**src/rtl/apb_initiator_if.sv**
```systemverilog
// Request/response port and APB3/APB4 requester bus of apb_initiator.
// master = the initiator itself, slave = the environment around it.
interface apb_initiator_if;
    logic        req_valid;
    logic        req_ready;
    logic [31:0] req_addr;
    logic        req_write;
    logic [31:0] req_wdata;
    logic [3:0]  req_wstrb;
    logic [2:0]  req_prot;
    logic        rsp_valid;
    logic        rsp_ready;
    logic [31:0] rsp_rdata;
    logic        rsp_error;
    logic        rsp_timeout;
    logic [31:0] out_paddr;
    logic        out_psel;
    logic        out_penable;
    logic [2:0]  out_pprot;
    logic        out_pwrite;
    logic [31:0] out_pwdata;
    logic [3:0]  out_pstrb;
    logic        in_pready;
    logic [31:0] in_prdata;
    logic        in_pslverr;

    modport master (
        input  req_valid, req_addr, req_write, req_wdata, req_wstrb, req_prot,
        output req_ready,
        output rsp_valid, rsp_rdata, rsp_error, rsp_timeout,
        input  rsp_ready,
        output out_paddr, out_psel, out_penable, out_pprot,
        output out_pwrite, out_pwdata, out_pstrb,
        input  in_pready, in_prdata, in_pslverr
    );

    modport slave (
        output req_valid, req_addr, req_write, req_wdata, req_wstrb, req_prot,
        input  req_ready,
        input  rsp_valid, rsp_rdata, rsp_error, rsp_timeout,
        output rsp_ready,
        input  out_paddr, out_psel, out_penable, out_pprot,
        input  out_pwrite, out_pwdata, out_pstrb,
        output in_pready, in_prdata, in_pslverr
    );
endinterface

```
**src/rtl/apb_initiator.sv**
```systemverilog
// APB requester: one outstanding valid/ready request -> SETUP/ACCESS transfer,
// buffered response with backpressure and an ACCESS-phase timeout abort.
module apb_initiator #(
    parameter int unsigned TIMEOUT = 255
) (
    input logic            clock,
    input logic            reset,
    apb_initiator_if.master bus
);
    typedef enum logic [1:0] {
        IDLE   = 2'd0,
        SETUP  = 2'd1,
        ACCESS = 2'd2,
        RESP   = 2'd3
    } state_e;

    localparam logic [16:0] TO_LIM = 17'(TIMEOUT);

    state_e      state_q;
    logic [31:0] paddr_q;
    logic        pwrite_q;
    logic [31:0] pwdata_q;
    logic [3:0]  pstrb_q;
    logic [2:0]  pprot_q;
    logic        psel_q;
    logic        penable_q;
    logic        rsp_valid_q;
    logic [31:0] rsp_rdata_q;
    logic        rsp_error_q;
    logic        rsp_timeout_q;
    logic [15:0] cnt_q;
    logic [16:0] cnt_d;
    logic        to_hit;

    // Wait-cycle count including this one; abort on the TIMEOUT-th wait.
    assign cnt_d  = {1'b0, cnt_q} + 17'd1;
    assign to_hit = (TO_LIM != 17'd0) && (cnt_d == TO_LIM);

    always_ff @(posedge clock or negedge reset) begin
        if (!reset) begin
            state_q       <= IDLE;
            paddr_q       <= '0;
            pwrite_q      <= 1'b0;
            pwdata_q      <= '0;
            pstrb_q       <= '0;
            pprot_q       <= '0;
            psel_q        <= 1'b0;
            penable_q     <= 1'b0;
            rsp_valid_q   <= 1'b0;
            rsp_rdata_q   <= '0;
            rsp_error_q   <= 1'b0;
            rsp_timeout_q <= 1'b0;
            cnt_q         <= '0;
        end else begin
            case (state_q)
                IDLE: begin
                    if (bus.req_valid) begin
                        paddr_q  <= bus.req_addr;
                        pwrite_q <= bus.req_write;
                        pwdata_q <= bus.req_wdata;
                        pprot_q  <= bus.req_prot;
                        pstrb_q  <= bus.req_write ? bus.req_wstrb : 4'b0;
                        psel_q   <= 1'b1;
                        state_q  <= SETUP;
                    end
                end
                SETUP: begin
                    penable_q <= 1'b1;
                    cnt_q     <= '0;
                    state_q   <= ACCESS;
                end
                ACCESS: begin
                    if (bus.in_pready) begin
                        rsp_rdata_q   <= pwrite_q ? 32'h0 : bus.in_prdata;
                        rsp_error_q   <= bus.in_pslverr;
                        rsp_timeout_q <= 1'b0;
                        rsp_valid_q   <= 1'b1;
                        psel_q        <= 1'b0;
                        penable_q     <= 1'b0;
                        state_q       <= RESP;
                    end else begin
                        cnt_q <= cnt_d[15:0];
                        if (to_hit) begin
                            rsp_rdata_q   <= 32'h0;
                            rsp_error_q   <= 1'b1;
                            rsp_timeout_q <= 1'b1;
                            rsp_valid_q   <= 1'b1;
                            psel_q        <= 1'b0;
                            penable_q     <= 1'b0;
                            state_q       <= RESP;
                        end
                    end
                end
                RESP: begin
                    if (bus.rsp_ready) begin
                        rsp_valid_q <= 1'b0;
                        state_q     <= IDLE;
                    end
                end
                default: state_q <= IDLE;
            endcase
        end
    end

    assign bus.req_ready   = (state_q == IDLE);
    assign bus.rsp_valid   = rsp_valid_q;
    assign bus.rsp_rdata   = rsp_rdata_q;
    assign bus.rsp_error   = rsp_error_q;
    assign bus.rsp_timeout = rsp_timeout_q;
    assign bus.out_paddr   = paddr_q;
    assign bus.out_psel    = psel_q;
    assign bus.out_penable = penable_q;
    assign bus.out_pprot   = pprot_q;
    assign bus.out_pwrite  = pwrite_q;
    assign bus.out_pwdata  = pwdata_q;
    assign bus.out_pstrb   = pstrb_q;
endmodule

```
**src/flat_wrapper.sv**
```systemverilog
// flat-port wrapper written by rule: the top's interface ports become plain ports
module apb_initiator_flat 
#(
    parameter int unsigned TIMEOUT = 255
)
  (clock, reset, bus_req_valid, bus_req_addr, bus_req_write, bus_req_wdata, bus_req_wstrb, bus_req_prot, bus_req_ready, bus_rsp_valid, bus_rsp_rdata, bus_rsp_error, bus_rsp_timeout, bus_rsp_ready, bus_out_paddr, bus_out_psel, bus_out_penable, bus_out_pprot, bus_out_pwrite, bus_out_pwdata, bus_out_pstrb, bus_in_pready, bus_in_prdata, bus_in_pslverr);
  apb_initiator_if bus_i ();
  input logic clock;
  input logic reset;
  input wire logic [$bits(bus_i.req_valid)-1:0] bus_req_valid;
  input wire logic [$bits(bus_i.req_addr)-1:0] bus_req_addr;
  input wire logic [$bits(bus_i.req_write)-1:0] bus_req_write;
  input wire logic [$bits(bus_i.req_wdata)-1:0] bus_req_wdata;
  input wire logic [$bits(bus_i.req_wstrb)-1:0] bus_req_wstrb;
  input wire logic [$bits(bus_i.req_prot)-1:0] bus_req_prot;
  output wire logic [$bits(bus_i.req_ready)-1:0] bus_req_ready;
  output wire logic [$bits(bus_i.rsp_valid)-1:0] bus_rsp_valid;
  output wire logic [$bits(bus_i.rsp_rdata)-1:0] bus_rsp_rdata;
  output wire logic [$bits(bus_i.rsp_error)-1:0] bus_rsp_error;
  output wire logic [$bits(bus_i.rsp_timeout)-1:0] bus_rsp_timeout;
  input wire logic [$bits(bus_i.rsp_ready)-1:0] bus_rsp_ready;
  output wire logic [$bits(bus_i.out_paddr)-1:0] bus_out_paddr;
  output wire logic [$bits(bus_i.out_psel)-1:0] bus_out_psel;
  output wire logic [$bits(bus_i.out_penable)-1:0] bus_out_penable;
  output wire logic [$bits(bus_i.out_pprot)-1:0] bus_out_pprot;
  output wire logic [$bits(bus_i.out_pwrite)-1:0] bus_out_pwrite;
  output wire logic [$bits(bus_i.out_pwdata)-1:0] bus_out_pwdata;
  output wire logic [$bits(bus_i.out_pstrb)-1:0] bus_out_pstrb;
  input wire logic [$bits(bus_i.in_pready)-1:0] bus_in_pready;
  input wire logic [$bits(bus_i.in_prdata)-1:0] bus_in_prdata;
  input wire logic [$bits(bus_i.in_pslverr)-1:0] bus_in_pslverr;
  assign bus_i.req_valid = bus_req_valid;
  assign bus_i.req_addr = bus_req_addr;
  assign bus_i.req_write = bus_req_write;
  assign bus_i.req_wdata = bus_req_wdata;
  assign bus_i.req_wstrb = bus_req_wstrb;
  assign bus_i.req_prot = bus_req_prot;
  assign bus_req_ready = bus_i.req_ready;
  assign bus_rsp_valid = bus_i.rsp_valid;
  assign bus_rsp_rdata = bus_i.rsp_rdata;
  assign bus_rsp_error = bus_i.rsp_error;
  assign bus_rsp_timeout = bus_i.rsp_timeout;
  assign bus_i.rsp_ready = bus_rsp_ready;
  assign bus_out_paddr = bus_i.out_paddr;
  assign bus_out_psel = bus_i.out_psel;
  assign bus_out_penable = bus_i.out_penable;
  assign bus_out_pprot = bus_i.out_pprot;
  assign bus_out_pwrite = bus_i.out_pwrite;
  assign bus_out_pwdata = bus_i.out_pwdata;
  assign bus_out_pstrb = bus_i.out_pstrb;
  assign bus_i.in_pready = bus_in_pready;
  assign bus_i.in_prdata = bus_in_prdata;
  assign bus_i.in_pslverr = bus_in_pslverr;
  apb_initiator #(.TIMEOUT(TIMEOUT)) u_core (.clock(clock), .reset(reset), .bus(bus_i));
endmodule
```
**config.mk**
```make
export PLATFORM = sky130hd
export DESIGN_NAME = apb_initiator_flat
export DESIGN_NICKNAME = d
export VERILOG_FILES = /design/src/rtl/apb_initiator_if.sv /design/src/rtl/apb_initiator.sv /design/src/flat_wrapper.sv
export SDC_FILE = /design/constraint.sdc
export NUM_CORES = 1
export LEC_CHECK = 0
export BUFFER_PORTS_ARGS = -buffer_cell sky130_fd_sc_hd__buf_2
export CORE_MARGIN = 3
export CORE_UTILIZATION = 49
export DETAILED_ROUTE_END_ITERATION = 12
export PLACE_DENSITY_LB_ADDON = 0.2
export SKIP_LAST_GASP = 1
export SLEW_MARGIN = 20
export SYNTH_ARGS = -nofsm -noshare
export SYNTH_HDL_FRONTEND = slang
export SYNTH_SLANG_ARGS = --single-unit
```
**constraint.sdc**
```tcl
create_clock -name clock -period 2.9 [get_ports clock]
set_input_delay 0 -clock clock [delete_from_list [all_inputs] [get_ports clock]]
set_output_delay 0 -clock clock [all_outputs]
set_load 0.01 [all_outputs]
```
### Word-level counts from Yosys, hierarchy flattened

Cells that the tools add are included.

* bits in registers: 127
* bits in latches: 0
* bits in writable memories: 0
* ROM bits: 0
* output and inout bits: 110
* logic and storage cells: 56
* memories kept: 0

* add/sub/neg operators: 1
* $mul: 0
* divide/modulo/power cells: 0
* order comparisons: 0
* equal/unequal tests: 8
* shift-type cells: 0
* multiplexer cells: 22
* bitwise logic cells: 0
* reduce and logical (&&, ||, !) cells: 12

Operator list (number)
* 32-bit 2-to-1 mux: 3
* 16-bit case mux with 2 select lines: 1
* 16-bit by 1-bit adder with 17-bit output, second input constant: 1
* 17-bit by 8-bit equality test with 1-bit output, second input constant: 1
* 16-bit 2-to-1 mux: 1
* 3-bit AND reduction: 3
* 1-bit 2-to-1 mux: 8
* 2-bit 2-to-1 mux: 4
* 2-bit case mux with 4 select lines: 1
* 2-bit AND reduction: 4
* 2-bit nonzero test: 4
* 2-bit inequality test, second input constant: 3
* 1-bit case mux with 2 select lines: 3
* 2-bit equality test, second input constant: 2
* 4-bit 2-to-1 mux: 1
* 3-bit by 2-bit inequality test with 1-bit output, second input constant: 1
* 2-bit by 1-bit equality test with 1-bit output, second input constant: 1
* 2-bit logical NOT: 1

### Depth between registers and ports, before layout

Gate-level depths: netlist of the first run.

* word-level depth: 5
* depth in mapped cells: 9

### Worst setup path after synthesis of the first run

OpenSTA, ideal clock, no wires.

* path kind: flip-flop to flip-flop
* start point: register u_core.cnt_q[0]
* end point: register u_core.rsp_valid_q, in the netlist u_core.bus.rsp_valid
* setup time: 0.126 ns
* arrival time: 2.100 ns
* required time: 2.774 ns
* path slack: 0.674 ns
* cell stages (with the launch flop): 8
* clock period less this slack: 2.226 ns
* path through: dfrtp_1 > ha_1 > nand3_4 > o41a_1 > a31oi_2 > nor4_2 > a21o_4 > a311o_1

* longest elaborated chain between the ends: 4

RTL lines
* start, declared: RTL line apb_initiator.sv:31 `logic [15:0] cnt_q;`
* start signal, assigned: RTL line apb_initiator.sv:82 `cnt_q <= cnt_d[15:0];`
* 16-bit by 1-bit adder with 17-bit output: RTL line apb_initiator.sv:36 `assign cnt_d = {1'b0, cnt_q} + 17'd1;`
* 17-bit by 8-bit equality test with 1-bit output: RTL line apb_initiator.sv:37 `assign to_hit = (TO_LIM != 17'd0) && (cnt_d == TO_LIM);`
* 3-bit by 2-bit inequality test with 1-bit output (no line)
* 3-bit AND reduction (no line)
* end signal, assigned: RTL line apb_initiator.sv:49 `rsp_valid_q <= 1'b0;`
* end signal, assigned: RTL line apb_initiator.sv:77 `rsp_valid_q <= 1'b1;`
* end signal, assigned: RTL line apb_initiator.sv:87 `rsp_valid_q <= 1'b1;`
* end, declared: RTL line apb_initiator.sv:27 `logic rsp_valid_q;`

Every way passes these cells.
A chain may end at the register's enable or synchronous reset.

### Worst setup path in the final report of the first run

* start point: register u_core.cnt_q[0]
* end point: register u_core.rsp_rdata_q[31], in the netlist u_core.bus.rsp_rdata[31]

* longest elaborated chain between the ends: 4

RTL lines
* 16-bit by 1-bit adder with 17-bit output: RTL line apb_initiator.sv:36
* 17-bit by 8-bit equality test with 1-bit output: RTL line apb_initiator.sv:37
* 2-bit nonzero test (no line)
* 2-bit AND reduction (no line)
* end signal, assigned: RTL line apb_initiator.sv:74 `rsp_rdata_q <= pwrite_q ? 32'h0 : bus.in_prdata;`
* end, declared: RTL line apb_initiator.sv:28 `logic [31:0] rsp_rdata_q;`

Every way passes these cells.

==> results.md, run 1 <==
* Skew-Pair Late Insertion Delay at 0.42 ns
* Max-Cap Viols at 0
* FFs w/ async S/R, synth at 1.00
* Drt pass-1 iters at 8
* Setup TNS at 0 ns
* Leak pwr at 4.15 nW
* Tmin final at between 2 and 3 ns
* Wire length per cell at 17.8 um
* Run status: completed
* Fin cells at 959
* CP Max Fanout at 36
* Hold Vio Cnt, Final at 0
* # setup viols final at 0
* Most instantiated cells after synthesis: 127 x dfrtp_1, 68 x mux2_2, 55 x o21ai_0, 40 x inv_1, 32 x a22oi_1
* GRT Total Usage at 0.280
* Root Driver: clkbuf_16
* DRC Markers at 0
* Final worst-path cycle share at 0.880
* Core area at between 10000 and 15000 um2
* Dpl cells at between 800 and 900
* Starting DRT DRC Count at 376
* Num ports at 220
* Filler cells at 660
* Site Rows at 38
* Initial antenna violation count at 1
* GRT Residual Overflow at 0
* ANT nets after route at 0
* Worst Setup End Kind: register
* Post-synth net total at between 500 and 600
* Pwr per Cell Area at 1020 nW/um2
* Area of the mapped netlist at 5520 um2
* CTS Buffer Depth at 2
* Die area at 12600 um2
* Min Hold Slack at 0.153 ns
* Routed WL at 17000 um
* Layout cells sized above 1 at 0.411
* Cell with the most instances after synthesis: dfrtp_1
* Register area share after synthesis at 0.575
* EDFF count, synth at 0
* Crit path arrival time at 2.83 ns
* Crit path required time at 3.18 ns
* CP max-delay cell: dfrtp_1
* Chip Height at 112 um
* Unrepaired setup endpoints after global routing: no
* Slew margin rel. at 0.426
* Initial Util at 0.505
* H-tree depth at 4
* Crit-path cells: ha_1 > nand3_4 > nor4_2 > a31oi_2 > nor4_2 > a21o_4 > o21ai_0
* Synth Flop Type: dfrtp_1
* Final core area utilization at 0.785
* Fin area at 8580 um2
* PortBufs at around 220
* Vias in the first global route at 5394
* Synthesis-stage register bit count at between 100 and 150
* Share of the synthesized area in the top cell type at 0.575
* Synth top area cells: dfrtp_1 58%, mux2_2 14%, o21ai_0 5.0%, a22oi_1 4.3%, inv_1 2.7%
* Leading area contributor after synthesis: dfrtp_1
* Routability congestion estimate at about 0.83
* Post_cts resized at 0
* CTS tree: yes
* Ys Warns at 0
* Clk slew on worst S/H paths at 0.06 ns
* Synthesized area per cell at 11.7 um2
* CP most frequent cell: nor4_2
* Largest net degree at the start of global routing at 50
* Area Growth Syn to Fin at 55.3%
* Critical path launch point type: register
* Via count at 5053
* Register area at approximately 3200 um2
* Clock Skews at 0.00816 ns
* Synth cell types at 44
* Hold Path Class: primary input to async pin
* Tightest Pin Transition at approximately 0.86 ns
* Slew Limit Fails at 0
* Vias per cell at 5.27
* Area after DPL at between 6000 and 7000 um2
* Wire length of the first global-routing pass at 27700 um
* Clock Sinks at around 130
* Area of the multi-input gates at 2080 um2
* Detail Placement HPWL at 10200 um
* CTS buffer count at 17
* F_max at 392 MHz
* Max VDD drop at 713 uV
* Crit path kind: register to register
* Synth Instances at approximately 470
* Layout Nets at between 900 and 1000
* Crit path largest cell delay at 0.44 ns
* Die width at 112 um
[sequential cells by signal, summed over array words and instances (netlist names)]
name and cells:
u_core.bus.out_pstrb 4, u_core.bus.out_pwrite 1, u_core.bus.rsp_rdata 32, u_core.bus.rsp_error 1, u_core.cnt_q 16, u_core.bus.out_penable 1, u_core.bus.out_paddr 32, u_core.bus.out_pwdata 32
u_core.bus.out_psel 1, u_core.bus.out_pprot 3, u_core.bus.rsp_valid 1, u_core.bus.rsp_timeout 1, u_core.state_q 2
[worst max-delay path, delay by kind of cell, from the launching register on]
family / cells / cell delay [ns]
flip-flops: 1 / 0.44
AND/OR/NAND/NOR: 3 / 0.89
AO/OA/AOI/OAI: 3 / 0.73
adder cells (fa/ha/maj): 1 / 0.34
[layer usage]
| layer | global-route usage | up-vias | share of wire |
|---|---|---|---|
| met4 | 0.121 | 0 | 0.030 |
| met5 | 0 | - | 0 |
| li1 | - | 2346 | - |
| met2 | 0.473 | 218 | 0.51 |
| met3 | 0.0992 | 38 | 0.078 |
| met1 | 0.322 | 2451 | 0.38 |
[final cells by class]
cell class | instances | share of cell area
timing repair buffer | 340 | 0.268
antenna | 1 | 0.000292
sequential | 127 | 0.370
tap | 140 | 0.0204
inverter | 41 | 0.0179
clock inverter | 9 | 0.0235
multi-input combinational | 278 | 0.242
clock buffer | 23 | 0.0569
[power by group]
part           internal (mW)  leakage, nW  switching (mW)
sequential              2.54         1.50           0.519
clock                   1.71        0.334           0.773
combinational           1.55         2.32            1.65
total                   5.80         4.15            2.94
[logic make-up after synthesis]
family                     after synthesis  synth area share
AOI/OAI and AO/OA                      127             0.145
DFF                                    127             0.575
and+or+nand+nor                         73            0.0711
muxes                                   71             0.144
buffers and inverters                   67            0.0492
adders and majority gates                6            0.0136
xor gates and xnor gates                 1           0.00159
[path summary, 6_finish.rpt]
| path | depth (start not counted) | slack [ns] | to | from |
|---|---|---|---|---|
| max in group asynchronous | 3 | 1.81 | u_core.bus.rsp_rdata[17] | reset |
| min | 2 | 0.15 | u_core.cnt_q[5] | reset |
| max | 7 | 0.35 | u_core.bus.rsp_rdata[31] | u_core.cnt_q[0] |
| max reg2reg | 7 | 0.35 | u_core.bus.rsp_rdata[31] | u_core.cnt_q[0] |
| min reg2reg | 2 | 0.48 | u_core.bus.out_pstrb[1] | u_core.bus.out_pstrb[1] |
| min in group clock | 3 | 0.34 | u_core.bus.out_pwdata[6] | bus_req_wdata[6] |
[what timing repair did]
item | CTS | global route
hold buffers | 113 | 0
setup buffers | 0 | 0
endpoints found under the hold margin | 154 | 0
[cells in the final DEF, fill, tap and decap left out, types with 9 or more instances in the layout]
cell type / Yosys / routed
nor2_1: 14 / 13
inv_1: 40 / 40
clkbuf_16: 0 / 17
dfrtp_1: 127 / 127
mux2_2: 68 / 68
a31oi_1: 9 / 9
dlygate4sd3_1: 0 / 113
a22oi_1: 32 / 32
buf_2: 4 / 218
o21ai_0: 55 / 55
nand2_1: 27 / 26
[through the flow]
| step | setup WS (ns) | power, mW |
|---|---|---|
| 6_report | 0.348 | 8.74 |
| 5_1_grt | 0.0883 | 9.23 |
| 3_3_place_gp | 0.470 | 5.90 |
| 2_1_floorplan | 0.674 | 4.75 |
| 3_5_place_dp | 0.376 | 6.04 |
| 4_1_cts | 0.335 | 8.67 |
(Power assumes the default switching activity.)
==> inputs of run 2 (changes only) <==
- ABC_AREA: not set -> 1
==> run 2 against run 1 <==
- sequential power fell by 7%
- cell count rose by 26%
- critical path depth increased by 4
- sequential share of layout area decreased by 0.26 points
- global-route usage is 1.5 points higher
- via count up 20%
- core utilization is 0.80 points lower
- largest cell class unchanged
- wire length rose by 9.6%
==> results.md, run 2 <==
* Fin cells at 1207 (was 959)
* Synthesized area per cell at 7.88 um2 (was 11.7 um2)
* DRC Markers at 0 (unchanged)
* Filler cells at 734 (was 660)
* Crit path required time at 3.24 ns (was 3.18 ns)
* Leak pwr at 4.86 nW (was 4.15 nW)
* ANT nets after route at 0 (unchanged)
* GRT Total Usage at 0.295 (was 0.280)
* Crit path kind: register to register (unchanged)
* Ys Warns at 0 (unchanged)
* RR Endpoint: u_core.bus.rsp_rdata[29] (was u_core.bus.rsp_rdata[31])
* Final worst-path cycle share at 0.818 (was 0.880)
* Critical path origin: u_core.cnt_q[1] (was u_core.cnt_q[0])
* Cell with the most instances after synthesis: nand2_1 (was dfrtp_1)
* Slew margin rel. at 0.397 (was 0.426)
* GRT Residual Overflow at 0 (unchanged)
* Total power at 7.75 mW (was 8.74 mW)
* Die width at 114 um (was 112 um)
* Detail Placement HPWL at 10700 um (was 10200 um)
* Reg2reg setup slack at 0.53 ns (was 0.35 ns)
* CTS buffer count at 17 (unchanged)
* Layout Nets at 1170 (was 921)
* Routed WL at 18700 um (was 17000 um)
* Slew Limit Fails at 0 (unchanged)
* Commonest non-fill, non-tap cells in the layout: 348 x nand2_1, 218 x buf_2, 127 x dfrtp_1 (was 218 x buf_2, 127 x dfrtp_1, 113 x dlygate4sd3_1)
* Root Driver: clkbuf_16 (unchanged)
* Run status: completed (unchanged)
* Wire length per cell at 15.5 um (was 17.8 um)
* Dpl cells at 1063 (was 813)
* Leading area contributor after synthesis: dfrtp_1 (unchanged)
* Site Rows at 38 (unchanged)
* Tmin final at 2.37 ns (was 2.55 ns)
* N_diodes at 0 (was 1)
* Synth Instances at 727 (was 472)
* Clock Sinks at 127 (unchanged)
* Tightest Pin Transition at 0.900 ns (was 0.861 ns)
* Post-synth net total at 843 (was 588)
* Share of the synthesized area in the top cell type at 0.555 (was 0.575)
* F_max at 422 MHz (was 392 MHz)
* Num ports at 220 (unchanged)
* Post_cts resized at 0 (unchanged)
* FFs w/ async S/R, synth at 1.00 (unchanged)
* Most instantiated cells after synthesis: 350 x nand2_1, 127 x dfrtp_1, 63 x inv_1, 50 x nor2_1, 45 x nand3_1 (was 127 x dfrtp_1, 68 x mux2_2, 55 x o21ai_0, 40 x inv_1, 32 x a22oi_1)
* Routability congestion estimate at 0.951 (was 0.832)
* Worst Setup End Kind: register (unchanged)
* Synth top area cells: dfrtp_1 55%, nand2_1 23%, inv_1 4.1%, nand3_1 3.9%, nor2_1 3.3% (was dfrtp_1 58%, mux2_2 14%, o21ai_0 5.0%, a22oi_1 4.3%, inv_1 2.7%)
* Die area at 13000 um2 (was 12600 um2)
* Core area at 11100 um2 (was 10900 um2)
* Area of the multi-input gates at 2170 um2 (was 2080 um2)
* Register area at 3180 um2 (unchanged)
* Synthesis-stage register bit count at 127 (unchanged)
* Skew-Pair Late Insertion Delay at 0.41 ns (was 0.42 ns)
* Hold Path Class: primary input to register (was primary input to async pin)
* Critical Path End: u_core.bus.rsp_rdata[29] (was u_core.bus.rsp_rdata[31])
* Drt pass-1 iters at 5 (was 8)
* Layout cells sized above 1 at 0.255 (was 0.411)
* H-tree depth at 4 (unchanged)
* Max-Cap Viols at 0 (unchanged)
* Area of the mapped netlist at 5730 um2 (was 5520 um2)
* Wire length of the first global-routing pass at 30400 um (was 27700 um)
* Synth Flop Type: dfrtp_1 (unchanged)
* Initial Util at 0.515 (was 0.505)
* Chip Height at 114 um (was 112 um)
* CP Max Fanout at 33 (was 36)
* Vias in the first global route at 6381 (was 5394)
* Hold Vio Cnt, Final at 0 (unchanged)
* CTS Buffer Depth at 2 (unchanged)
* Vias per cell at 5.04 (was 5.27)
* Synth cell types at 26 (was 44)
* Hold Path Origin: bus_req_valid
* Largest net degree at the start of global routing at 77 (was 50)
* Clock Skews at 0.00931 ns (was 0.00816 ns)
* R2R Path Start: u_core.cnt_q[1] (was u_core.cnt_q[0])
* EDFF count, synth at 0 (unchanged)
* Most common cell after layout, fill and taps aside: nand2_1 (was buf_2)
* Pwr per Cell Area at 897 nW/um2 (was 1020 nW/um2)
* R2R cell count at 11 (was 7)
* Initial antenna violation count at 0 (was 1)
* Setup TNS at 0 ns (unchanged)
* # setup viols final at 0 (unchanged)
* Unrepaired setup endpoints after global routing: no (unchanged)
* Register area share after synthesis at 0.555 (was 0.575)
* Clk slew on worst S/H paths at 0.06 ns (about the same)
* Area Growth Syn to Fin at 50.9% (was 55.3%)
* Max VDD drop at 652 uV (was 713 uV)
* Starting DRT DRC Count at 484 (was 376)
* Crit path arrival time at 2.72 ns (was 2.83 ns)
* Critical path launch point type: register (unchanged)
* Via count at 6078 (was 5053)
* PortBufs at 219 (unchanged)
* CTS tree: yes (unchanged)
run 2: cell families after synthesis:
kind of cell | after synthesis | share of synthesized area
AO/OA/AOI/OAI | 33 | 0.0308
XOR/XNOR | 2 | 0.00306
adder cells (fa/ha/maj) | 6 | 0.0131
buffers and inverters | 94 | 0.0669
flip-flops | 127 | 0.555
AND/OR/NAND/NOR | 465 | 0.331
run 2: repair_timing:
action | in CTS | in global routing
hold buffers | 112 | 0
buffers inserted | 0 | 0
endpoints found under the hold margin | 166 | 0
run 2: area by class of cell:
type	count	area share
Sequential cell	127	0.368
Timing Repair Buffer	337	0.264
Multi-Input combinational cell	506	0.251
Clock buffer	19	0.0513
Inverter	65	0.0282
Tap cell	140	0.0203
Clock inverter	13	0.0175
run 2: critical path, cell delays in order (launching register included):
cell and delay [ns]:
dfrtp_1 0.41, ha_1 0.23, nand2_1 0.10, nor2_4 0.17, nand4_1 0.12, xor2_1 0.26
nand2_1 0.08, nor2_1 0.17, nand3_4 0.22, nand2_4 0.35, nand2_1 0.10, nand2_1 0.09
run 2: worst min-delay path by stage:
stage	endpoint	slack, ns	depth (start not counted)
6_report	u_core.state_q[0]	0.03	5
2_1_floorplan	u_core.bus.out_paddr[0]	-0.30	0
3_3_place_gp	u_core.cnt_q[13]	0.12	1
4_1_cts	u_core.state_q[0]	0.02	5
5_1_grt	u_core.bus.rsp_timeout	0.09	4
3_5_place_dp	u_core.cnt_q[13]	0.12	1
run 2: metrics by stage:
stage	cell area [um2]	hold slack (ns)	setup WS (ns)	utilization
2_1_floorplan	5730	-0.296	0.997	-
3_3_place_gp	6920	0.123	0.579	0.622
3_5_place_dp	6920	0.124	0.541	0.622
4_1_cts	8640	0.0159	0.513	0.776
5_1_grt	8640	0.0913	0.236	0.777
6_report	8640	0.0321	0.528	0.777
run 2: report_power, final:
part	leakage, nW	total [mW]	internal [mW]	switching [mW]
Clock	0.290	2.14	1.31	0.829
Combinational	2.94	2.75	1.04	1.71
Sequential	1.64	2.86	2.44	0.418
Total	4.86	7.75	4.79	2.96
run 2: routing by layer:
layer  part of all wire  vias up  wire length (um)  track usage
met2               0.50      299              9270        0.495
met1               0.38     2821              7060        0.340
met3              0.077       81              1440       0.0856
met5                  0        -                 0            0
met4              0.048        0               896        0.163
li1                   -     2877                 -            -
